==> src/rtl/apb4_gpio_bridge.sv <==
// APB4 slave front-end for the GPIO register bank: 2+WAIT_CYCLES cycles per transfer, PREADY low while waits count.
// Optional build macro APB_GPIO_PSLVERR_EN returns PSLVERR on out-of-range words; otherwise the index wraps.
module apb4_gpio_bridge #(
  parameter int unsigned DATA_W      = 32,
  parameter int unsigned ADDR_W      = 6,
  parameter int unsigned NUM_REGS    = 8,
  parameter int unsigned WAIT_CYCLES = 0,
  parameter int unsigned IRQ_SYNC    = 1
) (
  input  logic                                   PCLK,
  input  logic                                   PRESETn,
  input  logic                                   PSEL,
  input  logic                                   PENABLE,
  input  logic                                   PWRITE,
  input  logic [ADDR_W-1:0]                      PADDR,
  input  logic [DATA_W-1:0]                      PWDATA,
  input  logic [DATA_W/8-1:0]                    PSTRB,
  output logic                                   PREADY,
  output logic [DATA_W-1:0]                      PRDATA,
  output logic                                   PSLVERR,
  output logic                                   IRQ,
  output logic                                   reg_we,
  output logic                                   reg_re,
  output logic [ADDR_W-$clog2(DATA_W/8)-1:0]     reg_addr,
  output logic [DATA_W-1:0]                      reg_wdata,
  output logic [DATA_W/8-1:0]                    reg_wstrb,
  input  logic [DATA_W-1:0]                      reg_rdata,
  input  logic                                   gpio_irq_i
);

  localparam int unsigned STRB_W = DATA_W / 8;
  localparam int unsigned BYTE_W = $clog2(STRB_W);
  localparam int unsigned IDX_W  = ADDR_W - BYTE_W;
  localparam int unsigned MASK_W = $clog2(NUM_REGS);

  typedef enum logic {
    IDLE,
    ACCESS
  } state_t;

  state_t           state_q;
  state_t           state_d;
  logic [3:0]       cnt_q;
  logic [3:0]       cnt_d;
  logic             wr_q;
  logic             valid_q;
  logic             setup;
  logic             done;
  logic [IDX_W-1:0] idx;
  logic [IDX_W-1:0] idx_mapped;
  logic             idx_valid;
  logic             unused_ok;

  assign idx       = PADDR[ADDR_W-1:BYTE_W];
  assign unused_ok = ^PADDR;

`ifdef APB_GPIO_PSLVERR_EN
  assign idx_mapped = idx;
  assign idx_valid  = (32'(idx) < NUM_REGS);
`else
  // Wrap onto the power-of-two window covering the implemented registers.
  localparam logic [IDX_W-1:0] IDX_MASK = IDX_W'((64'd1 << MASK_W) - 64'd1);
  assign idx_mapped = idx & IDX_MASK;
  assign idx_valid  = 1'b1;
`endif

  always_comb begin
    state_d = state_q;
    cnt_d   = cnt_q;
    setup   = 1'b0;
    done    = 1'b0;
    case (state_q)
      IDLE: begin
        if (PSEL && !PENABLE) begin
          setup   = 1'b1;
          state_d = ACCESS;
          cnt_d   = 4'(WAIT_CYCLES);
        end
      end
      ACCESS: begin
        // Dropping PSEL abandons the transfer silently.
        if (!PSEL) begin
          state_d = IDLE;
        end else if (cnt_q != 4'd0) begin
          cnt_d = cnt_q - 4'd1;
        end else if (PENABLE) begin
          done    = 1'b1;
          state_d = IDLE;
        end
      end
      default: state_d = IDLE;
    endcase
  end

  always_ff @(posedge PCLK or negedge PRESETn) begin
    if (!PRESETn) begin
      state_q   <= IDLE;
      cnt_q     <= '0;
      wr_q      <= 1'b0;
      valid_q   <= 1'b0;
      reg_addr  <= '0;
      reg_wdata <= '0;
      reg_wstrb <= '0;
    end else begin
      state_q <= state_d;
      cnt_q   <= cnt_d;
      if (setup) begin
        wr_q      <= PWRITE;
        valid_q   <= idx_valid;
        reg_addr  <= idx_mapped;
        reg_wdata <= PWDATA;
        reg_wstrb <= PWRITE ? PSTRB : '0;
      end
    end
  end

  // Strobes derive from latched request state only, so late bus changes cannot leak through.
  assign PREADY = done;
  assign reg_we = done && valid_q && wr_q;
  assign reg_re = done && valid_q && !wr_q;
  assign PRDATA = reg_re ? reg_rdata : '0;

`ifdef APB_GPIO_PSLVERR_EN
  assign PSLVERR = done && !valid_q;
`else
  assign PSLVERR = 1'b0;
`endif

  generate
    if (IRQ_SYNC != 0) begin : g_irq_sync
      logic [1:0] irq_sync_q;
      always_ff @(posedge PCLK or negedge PRESETn) begin
        if (!PRESETn) begin
          irq_sync_q <= 2'b00;
        end else begin
          irq_sync_q <= {irq_sync_q[0], gpio_irq_i};
        end
      end
      assign IRQ = irq_sync_q[1];
    end else begin : g_irq_pass
      assign IRQ = gpio_irq_i & PRESETn;
    end
  endgenerate

  a_ready_in_access : assert property (@(posedge PCLK) disable iff (!PRESETn)
    PREADY |-> (PSEL && PENABLE));
  a_we_re_exclusive : assert property (@(posedge PCLK) disable iff (!PRESETn)
    !(reg_we && reg_re));

endmodule

==> config.mk <==
export PLATFORM = sky130hd
export DESIGN_NAME = apb4_gpio_bridge
export DESIGN_NICKNAME = d
export VERILOG_FILES = /design/src/rtl/apb4_gpio_bridge.sv
export SDC_FILE = /design/constraint.sdc
export NUM_CORES = 1
export LEC_CHECK = 0
export ABC_AREA = 1
export BUFFER_PORTS_ARGS = -buffer_cell sky130_fd_sc_hd__buf_2
export CORE_MARGIN = 1.5
export CORE_UTILIZATION = 37
export DETAILED_ROUTE_END_ITERATION = 16
export HOLD_SLACK_MARGIN = 0.02
export PLACE_DENSITY_LB_ADDON = 0.1
export SLEW_MARGIN = 20
export SYNTH_ARGS = -nofsm -noshare
export SYNTH_HDL_FRONTEND = slang
export SYNTH_SLANG_ARGS = --single-unit
export TNS_END_PERCENT = 1
==> constraint.sdc <==
create_clock -name PCLK -period 1.15 [get_ports PCLK]
set_input_delay 0.115 -clock PCLK [delete_from_list [all_inputs] [get_ports PCLK]]
set_output_delay 0.115 -clock PCLK [all_outputs]
set_load 0.1 [all_outputs]
# ---- Yosys cells after proc, flatten, opt, wreduce, memory -nomap -nowiden
# Index checks and enable logic that the tools add are counted.
# W data, S select, Z words.
dict set report classes {
  n_reduce_logical 8
  mux 16
  add_sub_neg 1
  n_bitwise 1
  n_eq_ne 3
}
# cell n
set ops {}
lappend ops {{$mux W32} 1}
lappend ops {{$mux W4} 4}
lappend ops {{$mux W1} 9}
lappend ops {{$pmux W4 S2} 1}
lappend ops {{$logic_and A1 B1 Y1} 4}
lappend ops {{$ne A2 B2 Y1 const B} 2}
lappend ops {{$reduce_bool A4 Y1} 1}
lappend ops {{$sub A4 B1 Y4 const B} 1}
lappend ops {{$reduce_and A3 Y1} 1}
lappend ops {{$logic_not A1 Y1} 2}
lappend ops {{$ne A2 B1 Y1 const B} 1}
lappend ops {{$pmux W1 S2} 1}
lappend ops {{$not A1 Y1} 1}
dict set report totals {
  ff_bits 48
}

# ---- Longest topological paths before layout
# Gate-level depths: netlist (run 1).
dict set report logic_depth {
  ltp_word 7
  ltp_mapped 8
  depth_no_buf 7
}

# ---- Worst setup path before layout (run 1)
# OpenSTA, ideal clock, no wires.
dict set report synth_path {
  path_kind {register -> output}
  from {register cnt_q[0]}
  to {output port reg_we}
  path_buffers 0
  path_stages_with_launch 7
  arrival_time_ps 4255
  t_required_ps 1035
  setup_slack_ps -3220
  path_cell_list {dfrtp_1 > inv_1 > ha_1 > nand2_1 > nor3_1 > nand2_1 > nor2_1}
}
dict set report synth_between {
  elab_chain_len 6
}
# item line
set synth_rtl {}
lappend synth_rtl {{from (decl)} 43} ;# logic [3:0] cnt_q;
lappend synth_rtl {{from (signal assigned)} 106} ;# cnt_q <= cnt_d;
lappend synth_rtl {{$reduce_bool A4 Y1} 84} ;# end else if (cnt_q != 4'd0) begin
lappend synth_rtl {{$mux W1} 84}
lappend synth_rtl {{$mux W1} 82} ;# if (!PSEL) begin
lappend synth_rtl {{$mux W1} 72} ;# case (state_q)
lappend synth_rtl {{via PREADY} 18} ;# output logic PREADY,
lappend synth_rtl {{$logic_and A1 B1 Y1 (2 in series)} 119} ;# assign reg_we = done && valid_q && wr_q;
lappend synth_rtl {{to (decl)} 22} ;# output logic reg_we,
# The timed path passes the listed nets, and every way through them passes these cells.

# ---- Worst setup path after layout (run 1)
dict set report layout_path {
  from {register cnt_q[1]}
  to {output port PRDATA[20]}
}
dict set report layout_between {
  elab_chain_len 7
}
# item line
set layout_rtl {}
lappend layout_rtl {{$reduce_bool A4 Y1} 84}
lappend layout_rtl {{$mux W1} 84}
lappend layout_rtl {{$mux W1} 82}
lappend layout_rtl {{$mux W1} 72}
lappend layout_rtl {{$logic_and A1 B1 Y1 (2 in series)} 120} ;# assign reg_re = done && valid_q && !wr_q;
lappend layout_rtl {{$mux W32} 121} ;# assign PRDATA = reg_re ? reg_rdata : '0;
lappend layout_rtl {{to (decl)} 19} ;# output logic [DATA_W-1:0] PRDATA,
# Every way passes these cells.

==> results of run 1 <==
-- final timing paths --
path | startpoint | end
setup / recovery | cnt_q[1] | PRDATA[20]
hold / removal | PWDATA[1] | reg_wdata[1]
max in group asynchronous | PRESETn | wr_q
min in group asynchronous | PRESETn | reg_wdata[27]
setup reg to reg | cnt_q[1] | cnt_q[3]
hold reg to reg | g_irq_sync.irq_sync_q[0] | g_irq_sync.irq_sync_q[1]
-- logic make-up after synthesis --
kind of cell    share of synthesized area
simple gates                        0.345
compound gates                     0.0115
fa+ha+maj                         0.00548
xor+xnor                          0.00384
flops                               0.526
buf+inv                             0.106
other cells                       0.00164
-- synthesized netlist by cell type, drive strengths merged --
library cell	instances	area, sq um
inv	41	154
dfrtp	48	1200
nor2	37	241
conb	1	3.75
nand3	7	35.0
a21oi	1	5.00
buf	13	88.8
ha	1	12.5
nand2	127	479
or2	1	6.26
xor2	1	8.76
nand4	1	21.3
o22ai	1	6.26
o21ai	3	15.0
nor3	1	5.00
-- power breakdown --
| group | internal, mW | switching [mW] |
|---|---|---|
| Combinational | 2.33 | 4.02 |
| Clock | 0.646 | 0.560 |
| Sequential | 2.10 | 0.454 |
-- layout make-up --
cell class,instances,area (sq um),area share
sequential,48,1200,0.241
clock inverter,2,35.0,0.00702
inverter,41,156,0.0313
timing repair buffer,205,2460,0.493
clock buffer,6,72.6,0.0145
multi-input combinational,183,970,0.194
tap,75,93.8,0.0188
-- state kept, by name, summed over array words and instances (netlist names) --
name / count
reg_wdata: 32
cnt_q: 4
reg_wstrb: 4
reg_addr: 3
g_irq_sync.irq_sync_q: 2
state_q: 1
valid_q: 1
wr_q: 1
-- through the flow --
step | hold WS (ns) | instances | util
finish | 0.0290 | 560 | 0.838
floorplan | -0.181 | 285 | -
detailed placement | 0.123 | 520 | 0.750
CTS | 0.0300 | 560 | 0.829
global placement | 0.119 | 520 | 0.750
global route | 0.0347 | 560 | 0.838
-- layer usage --
layer  routed length [um]  up-vias  share of wire
li1                     -     1222              -
met1                 2730     1144           0.37
met2                 3880       98           0.53
met3                  600       15          0.081
met4                  154        0          0.021
met5                    0        -              0
-- cells in the final DEF (no fill, tap or decap), drive strengths merged --
master	n
a21oi	1
buf	173
bufinv	1
clkbuf	6
clkinv	1
conb	2
dfrtp	48
dlygate4sd3	32
ha	1
inv	41
nand2	127
nand3	7
nand4	1
nor2	37
nor3	1
o21ai	3
o22ai	1
or2	1
xor2	1
-- worst max-delay path, delay by kind of cell, from the launching register on --
kind          cells  cell delay (ns)
simple gates      3             0.30
flops             1             0.40
fa+ha+maj         1             0.15
buf+inv           4             0.54
-- timing repair --
action,4_1_cts,5_1_grt
resized for setup,13,18
setup endpoints to repair,81,81
pin swaps,4,2
hold endpoints to repair,79,0
hold buffers,32,0
==> summary.md, run 1 <==
| Metric | Value |
|---|---|
| Grt peak-use layer | `met2` |
| IO buf count | `~150` |
| GRT Util Overall | `0.228` |
| Grt met3 use | `0.0756` |
| Clock Root Buffer | `clkbuf_8` |
| Max Clock Freq | `~550 MHz` |
| Syn Area/Cell | `8.04 sq um` |
| Hold Path Class | `input port to flip-flop` |
| IO Pins | `157` |
| CORE AREA | `5960 sq um` |
| Met2 usage | `0.400` |
| RSZ-0062 raised after global routing | `true` |
| Die area | `between 6000 and 7000 sq um` |
| Slowest-stage cell, CP | `dfrtp_1` |
| Pre-CTS setup slack | `-0.441 ns` |
| Largest net degree at the start of global routing | `49` |
| Detail-routed net length per standard cell | `roughly 13 um` |
| Vias in the first global route | `2486` |
| Final setup fails | `~80` |
| # nets final | `565` |
| PD cells | `2030 nW/um^2` |
| Max-slew violations | `0` |
| Reg2Reg Setup Slack | `-0.19 ns` |
| Fin. Hold Viols | `0` |
| Via density | `around 4.4` |
| Inserted Diodes | `0` |
| Status | `finished with violations` |
| Initial antenna violation count | `0` |
| Setup_tns | `-24.25 ns` |
| Die height | `around 82 um` |
| Via count | `2479` |
| DRT Wirelength | `about 7.4 mm` |
| Skew-Pair Late Insertion Delay | `about 0.3 ns` |
| Clock tree buffer depth | `2` |
| CTS sink count | `48` |
| Pwr Total | `10.1 mW` |
| First-pass iteration count of the detailed router | `4` |
| GR Util met1 | `0.258` |
| Worst path arrival time | `between 1.5 and 2 ns` |
| Syn. warnings | `0` |
| Row count | `28` |
| P_leak | `2.58 nW` |
| Hold Path Cell Cnt | `3` |
| # Max-Cap Violations | `0` |
| Final min period | `between 1.5 and 2 ns` |
| Reg clk slew, reported paths | `roughly 0.09 ns` |
| Yosys cell types | `21` |
| GPL Wtd Cong | `around 0.8` |
| Area after DPL | `around 4500 sq um` |
| Worst endpoint required time | `a little over 1 ns` |
| First-pass GRT wire length | `~12 mm` |
| Final Skew | `about 0.0096 ns` |
| Total CTS buffers | `5` |
| Setup crit end kind | `output pin` |
| Mapped Area | `~2300 sq um` |
| CP startpoint kind | `flip-flop` |
| Critical path class | `flip-flop to output pin` |
| Chip Width | `a little over 80 um` |
| Syn Inst Count | `~280` |
| HPWL Detailed | `roughly 5.2 mm` |
| Post-CTS Setup Repair Bufs | `0` |
| Flops & latches, synth | `48` |
| Worst Reg-to-Reg Cells | `6` |
| Period utilization | `1.58` |
| CP max FO | `26` |
| Post-synthesis sequential area ratio | `0.526` |
| Share of cells above drive strength 1 | `0.503` |
| Htree depth | `2` |
| Crit-path cells | `inv_2 > ha_4 > nand2_4 > inv_2 > nand4_4 > buf_12 > nor2_2 > buf_12` |
| Post-route cell area | `4990 sq um` |
| Initial core utilization | `0.383` |
| 1st-iter DRT viols | `53` |
| Filler Cells Inserted | `324` |
| TritonCTS clock tree | `yes` |
| Setup ws final | `-0.667 ns` |
| ANT nets after route | `0` |
| Layout overhead on the synthesized area | `119%` |
| Worst vdd ir | `roughly 1.6 mV` |
| DRC Markers | `0` |
| Violated checks | `setup timing` |
| Largest stage delay on the critical path | `0.40 ns` |
| Gr ovfl total | `0` |
Power figures use the tool's default switching activity.
==> run 2, diff against run 1 <==
--- a/config.mk
+++ b/config.mk
@@ -8,10 +8,10 @@
 export ABC_AREA = 1
 export BUFFER_PORTS_ARGS = -buffer_cell sky130_fd_sc_hd__buf_2
 export CORE_MARGIN = 1.5
-export CORE_UTILIZATION = 37
+export CORE_UTILIZATION = 41
 export DETAILED_ROUTE_END_ITERATION = 16
 export HOLD_SLACK_MARGIN = 0.02
-export PLACE_DENSITY_LB_ADDON = 0.1
+export PLACE_DENSITY = 0.8
 export SLEW_MARGIN = 20
 export SYNTH_ARGS = -nofsm -noshare
 export SYNTH_HDL_FRONTEND = slang
==> constraint.sdc (replaced) <==
create_clock -name PCLK -period 1.7 [get_ports PCLK]
set_input_delay 0.17 -clock PCLK [delete_from_list [all_inputs] [get_ports PCLK]]
set_output_delay 0.17 -clock PCLK [all_outputs]
set_load 0.1 [all_outputs]
==> run 2 against run 1 <==
Effect of this change:
- the flow still finishes with violations (setup timing)
- clock skew shrank 0.0031 ns
- flip-flop and latch count did not move
- utilization decreased by 5.3 points
- clock power fell by 46%
- via count down 3.6%
- worst hold slack improved by 0.040 ns
- non-clock buffer count is 32 lower
- sequential power shrank 38%
- final cell count shrank 6.6%
- critical endpoint is now PRDATA[28]
==> summary.md, run 2 (same netlist as run 1, synthesis figures left out) <==
| Metric | Value |
|---|---|
| Status | `finished with violations` |
| Violated checks | `setup timing` |
| # Max-Cap Violations | `0` |
| DRC Markers | `0` |
| Initial antenna violation count | `0` |
| Vias in the first global route | `2473` |
| Max Clock Freq | `approximately 500 MHz` |
| Clock share of power | `0.115` |
| Total CTS buffers | `5` |
| Worst endpoint required time | `around 1.5 ns` |
| IO buf count | `~150` |
| First-pass iteration count of the detailed router | `4` |
| Final Skew | `0.00654 ns` |
| Regs by FF count | `reg_wdata x32, cnt_q x4, reg_wstrb x4` |
| Commonest non-fill, non-tap cell in the layout | `nand2_1` |
| Worst path arrival time | `~1.8 ns` |
| Slew @ Worst Pin | `between 0.6 and 0.7 ns` |
| Die area | `between 6000 and 7000 sq um` |
| Setup crit end kind | `output pin` |
| CP endpoint | `PRDATA[28]` |
| ANT nets after route | `0` |
| Pwr Total | `around 5.7 mW` |
| Setup ws final | `-0.302 ns` |
| Switch share | `0.566` |
| Largest net degree at the start of global routing | `44` |
| CP startpoint kind | `flip-flop` |
| Most frequent cells in the layout | `nand2_1, buf_2, dfrtp_1` |
| Max-slew violations | `0` |
| Final min period | `between 2 and 2.5 ns` |
| Critical path class | `flip-flop to output pin` |
| Row count | `26` |
| Fin. Hold Viols | `0` |
| Layout overhead on the synthesized area | `80.2%` |
| IO Pins | `157` |
| DRT Wirelength | `~7 mm` |
| RSZ-0062 raised after global routing | `true` |
| Clock Root Buffer | `clkbuf_8` |
| Via count | `roughly 2400` |
| R2r endpoint | `cnt_q[2]` |
| Htree depth | `2` |
| Seq pwr share | `0.279` |
| Int Pwr | `2.46 mW` |
| Reg2Reg Setup Slack | `0.25 ns` |
| Inserted Diodes | `0` |
| Post-route cell area | `a little over 4000 sq um` |
| Area after DPL | `~3700 sq um` |
| PD cells | `roughly 1400 nW/um^2` |
| # nets final | `approximately 530` |
| Placed cells | `501` |
| Worst Reg-to-Reg Cells | `6` |
| GRT Util Overall | `0.248` |
| Share of cells above drive strength 1 | `0.499` |
| Period utilization | `1.18` |
| Setup_tns | `-7.93 ns` |
| Die height | `between 70 and 80 um` |
| Reg clk slew, reported paths | `approximately 0.090 ns` |
| Finished Layout Cells | `between 500 and 600` |
| Gr ovfl total | `0` |
| Worst vdd ir | `~1.2 mV` |
| Hold Path Class | `input port to flip-flop` |
| Clock tree buffer depth | `2` |
| TritonCTS clock tree | `yes` |
| HPWL Detailed | `a little under 5 mm` |
| GPL Wtd Cong | `about 0.77` |
| Fin util | `0.785` |
| Hold WS | `a little under 0.07 ns` |
| Skew-Pair Late Insertion Delay | `about 0.29 ns` |
| Chip Width | `between 70 and 80 um` |
| CORE AREA | `around 5200 sq um` |
| Final setup fails | `35` |
| First-pass GRT wire length | `11.8 mm` |
| Psw | `~3.2 mW` |
| Slew headroom | `0.584` |
| CTS sink count | `48` |
| Worst reg2reg path startpoint | `state_q` |
| CP max FO | `6` |
| Largest Register | `reg_wdata` |
| Via density | `~4.6` |
| Initial core utilization | `0.436` |
| 1st-iter DRT viols | `60` |
| P_leak | `approximately 2.3 nW` |
| Critical Path Source | `cnt_q[0]` |
| Detail-routed net length per standard cell | `roughly 13 um` |
| Max reg flops | `32` |
| Pre-CTS setup slack | `between 0.015 and 0.02 ns` |
| Comb pwr share | `0.606` |
## run 2: per-layer routing
layer	vias to the layer above	track usage	wire length (um)
met1	1111	0.262	2560
li1	1160	-	-
met4	0	0.0764	90
met5	-	0	0
met2	113	0.465	3750
met3	6	0.0741	615
## run 2: repair_timing
action	4_1_cts	5_1_grt
hold buffers	2	0
endpoints found under the setup margin	35	35
endpoints found under the hold margin	21	0
resized for setup	32	3
cloned	2	0
pin swaps	1	3
setup buffers	6	4
## run 2: final cells by class
| type | instances | area [sq um] |
|---|---|---|
| Timing Repair Buffer | 173 | 1570 |
| Sequential cell | 48 | 1200 |
| Fill cell | 342 | 1120 |
| Multi-Input combinational cell | 183 | 1010 |
| Inverter | 41 | 156 |
| Tap cell | 70 | 87.6 |
| Clock buffer | 5 | 68.8 |
| Clock inverter | 3 | 18.8 |
## run 2: critical path, cell delays in order, from the launching register on
cell,delay [ns]
dfrtp_1,0.41
inv_2,0.09
ha_4,0.14
nand2_4,0.06
inv_4,0.06
nand4_4,0.13
buf_12,0.18
buf_12,0.14
nor2_4,0.13
buf_12,0.18
## run 2: worst min path at each step
| stage | startpoint | end | slack (ns) | cells after the start |
|---|---|---|---|---|
| after floorplan | PRESETn | cnt_q[0] | -0.13 | 0 |
| after global placement | PRESETn | reg_addr[1] | 0.16 | 1 |
| after detailed placement | PRESETn | reg_wdata[30] | 0.16 | 1 |
| after CTS | PADDR[2] | reg_addr[0] | 0.06 | 3 |
| after global routing | PWDATA[16] | reg_wdata[16] | 0.06 | 3 |
| final | PADDR[2] | reg_addr[0] | 0.07 | 3 |
## run 2: power by group through the flow
stage | Clock [mW] | Sequential (mW) | Combinational (mW)
after global routing | 0.737 | 1.62 | 3.59
after detailed placement | 0 | 1.59 | 3.23
after CTS | 0.676 | 1.58 | 3.34
after floorplan | 0 | 3.28 | 0.838
final | 0.651 | 1.58 | 3.43
after global placement | 0 | 1.58 | 3.17
==> run 3, diff against run 2 <==
--- a/config.mk
+++ b/config.mk
@@ -7,7 +7,6 @@
 export LEC_CHECK = 0
 export ABC_AREA = 1
 export BUFFER_PORTS_ARGS = -buffer_cell sky130_fd_sc_hd__buf_2
-export CORE_MARGIN = 1.5
 export CORE_UTILIZATION = 41
 export DETAILED_ROUTE_END_ITERATION = 16
 export HOLD_SLACK_MARGIN = 0.02
==> run 3 against run 2 <==
Effect of this change:
- the flow still finishes with violations (setup timing)
- non-clock buffer count increased by 3
- largest cell class unchanged
- clock skew increased by 0.0062 ns
- highest routed layer unchanged
- first-iteration DRC count is 5.0% higher
- largest power group unchanged
- flip-flop and latch count stayed put
- via count down 0.21%
- critical path depth did not move
- global-route usage down 0.39 points
==> summary.md, run 3 (same netlist as run 1, synthesis figures left out) <==
| Metric | Value |
|---|---|
| Status | `finished with violations` |
| Violated checks | `setup timing` |
| HPWL Detailed | `between 4 and 5 mm` |
| RSZ-0062 raised after global routing | `true` |
| CTS sink count | `48` |
| GRT Util Overall | `0.244` |
| Worst vdd ir | `roughly 1.2 mV` |
| IO buf count | `about 150` |
| Setup crit end kind | `output pin` |
| Largest stage delay on the critical path | `around 0.4 ns` |
| Total CTS buffers | `5` |
| Slew @ Worst Pin | `0.664 ns` |
| Hold Path Class | `input port to flip-flop` |
| # Max-Cap Violations | `0` |
| Clock tree buffer depth | `2` |
| Worst reg2reg path startpoint | `state_q` |
| Critical Path Source | `cnt_q[0]` |
| Die area | `5870 sq um` |
| Hold Startpoint | `PWDATA[31]` |
| # nets final | `~540` |
| Initial core utilization | `0.436` |
| CP startpoint kind | `flip-flop` |
| Htree depth | `2` |
| First-pass GRT wire length | `around 11 mm` |
| Die height | `76.6 um` |
| Filler Cells Inserted | `323` |
| Placed cells | `just over 500` |
| Inserted Diodes | `0` |
| Most frequent cells in the layout | `nand2_1, buf_2, dfrtp_1` |
| CORE AREA | `between 5000 and 6000 sq um` |
| Setup ws final | `-0.252 ns` |
| Reg clk slew, reported paths | `roughly 0.090 ns` |
| Clock Root Buffer | `clkbuf_8` |
| Layout overhead on the synthesized area | `83.2%` |
| Regs by FF count | `reg_wdata x32, cnt_q x4, reg_wstrb x4` |
| Period utilization | `1.15` |
| Commonest non-fill, non-tap cell in the layout | `nand2_1` |
| Sequential cell area | `1200 sq um` |
| Final setup fails | `35` |
| DRC Markers | `0` |
| Share of cells above drive strength 1 | `0.507` |
| Fin util | `0.799` |
| Worst endpoint required time | `approximately 1.5 ns` |
| Vias in the first global route | `around 2400` |
| Final min period | `between 1.5 and 2 ns` |
| Slowest-stage cell, CP | `dfrtp_1` |
| PD cells | `~1400 nW/um^2` |
| Worst path arrival time | `~1.8 ns` |
| Top cell by count, worst path | `buf_12` |
| Row count | `26` |
| DRT Wirelength | `roughly 7 mm` |
| Initial antenna violation count | `0` |
| Reg2Reg Setup Slack | `roughly 0.22 ns` |
| Largest Register | `reg_wdata` |
| Gr ovfl total | `0` |
| Crit-path cells | `inv_2 > ha_4 > nand2_4 > inv_4 > nand4_4 > buf_6 > buf_12 > nor2_4 > buf_12` |
| Max reg flops | `32` |
| Slew headroom | `0.557` |
| Max-slew violations | `0` |
| IO Pins | `between 150 and 200` |
| Area of the multi-input gates | `1040 sq um` |
| Fin. Hold Viols | `0` |
| Chip Width | `76.6 um` |
| CP max FO | `5` |
| Detail-routed net length per standard cell | `between 10 and 15 um` |
| TritonCTS clock tree | `yes` |
| Max Clock Freq | `512 MHz` |
| ANT nets after route | `0` |
| P_leak | `approximately 2.3 nW` |
| Final Skew | `roughly 0.013 ns` |
| First-pass iteration count of the detailed router | `4` |
| Via density | `~4.5` |
| GPL Wtd Cong | `between 0.7 and 0.8` |
| Via count | `roughly 2400` |
| Critical path class | `flip-flop to output pin` |
| Finished Layout Cells | `around 530` |
| 1st-iter DRT viols | `63` |
| Skew-Pair Late Insertion Delay | `around 0.3 ns` |
| Largest net degree at the start of global routing | `41` |
run 3: cell count changes in the layout (fill, tap and decap cells not counted), moves of 2 or more:
cell / change
clkinv_2: -2
clkbuf_8: +2
buf_16: -2
buf_12: -2
buf_6: +2
nor2_4: +5
nor2_2: -4
buf_4: +4
run 3: worst paths after layout:
kind	endpoint	cells after the start
max	PRDATA[25]	9
min	reg_wdata[31]	3
max reg2reg	cnt_q[2]	6
min reg2reg	g_irq_sync.irq_sync_q[1]	0
max in group asynchronous	reg_wdata[1]	3
min in group asynchronous	reg_wdata[19]	2
run 3: area by class of cell:
| type | instances | area share |
|---|---|---|
| Clock buffer | 7 | 0.0230 |
| Inverter | 41 | 0.0380 |
| Tap cell | 70 | 0.0209 |
| Sequential cell | 48 | 0.287 |
| Multi-Input combinational cell | 183 | 0.249 |
| Clock inverter | 1 | 0.00718 |
| Timing Repair Buffer | 176 | 0.375 |
run 3: power by group:
part           total, mW  internal (mW)  switching [mW]
Sequential          1.58           1.42           0.161
Clock              0.888          0.519           0.369
Combinational       3.47          0.769            2.70
Total               5.94           2.71            3.23
run 3: repair_timing:
item / 4_1_cts / 5_1_grt
endpoints found under the hold margin: 27 / 0
resized for setup: 42 / 5
setup buffers: 6 / 5
cloned: 1 / 1
hold buffers: 2 / 0
setup endpoints to repair: 35 / 35
pin swaps: 3 / 3
run 3: per-stage QoR:
stage          cell area, sq um  power, mW  TNS, ns  worst slack [ns]  hold WS [ns]
2_1_floorplan              2330       4.12   -10.53            -0.642        -0.126
3_3_place_gp               3700       4.74        0            0.0673         0.207
3_5_place_dp               3700       4.81        0           0.00120         0.222
4_1_cts                    4100       5.83    -8.06            -0.272        0.0523
5_1_grt                    4180       6.18    -9.78            -0.325        0.0587
6_report                   4180       5.94    -7.34            -0.252        0.0600
run 3: routing by layer:
metal	wire length, um	GRT usage	up-vias
li1	-	-	1158
met1	2700	0.268	1101
met2	3730	0.455	117
met3	526	0.0611	9
met4	100	0.0788	0
met5	0	0	-
run 3: critical path, delay by kind of cell, from the launching register on:
| kind | cells | cell delay [ns] |
|---|---|---|
| buf+inv | 5 | 0.63 |
| fa+ha+maj | 1 | 0.15 |
| flops | 1 | 0.41 |
| simple gates | 3 | 0.29 |
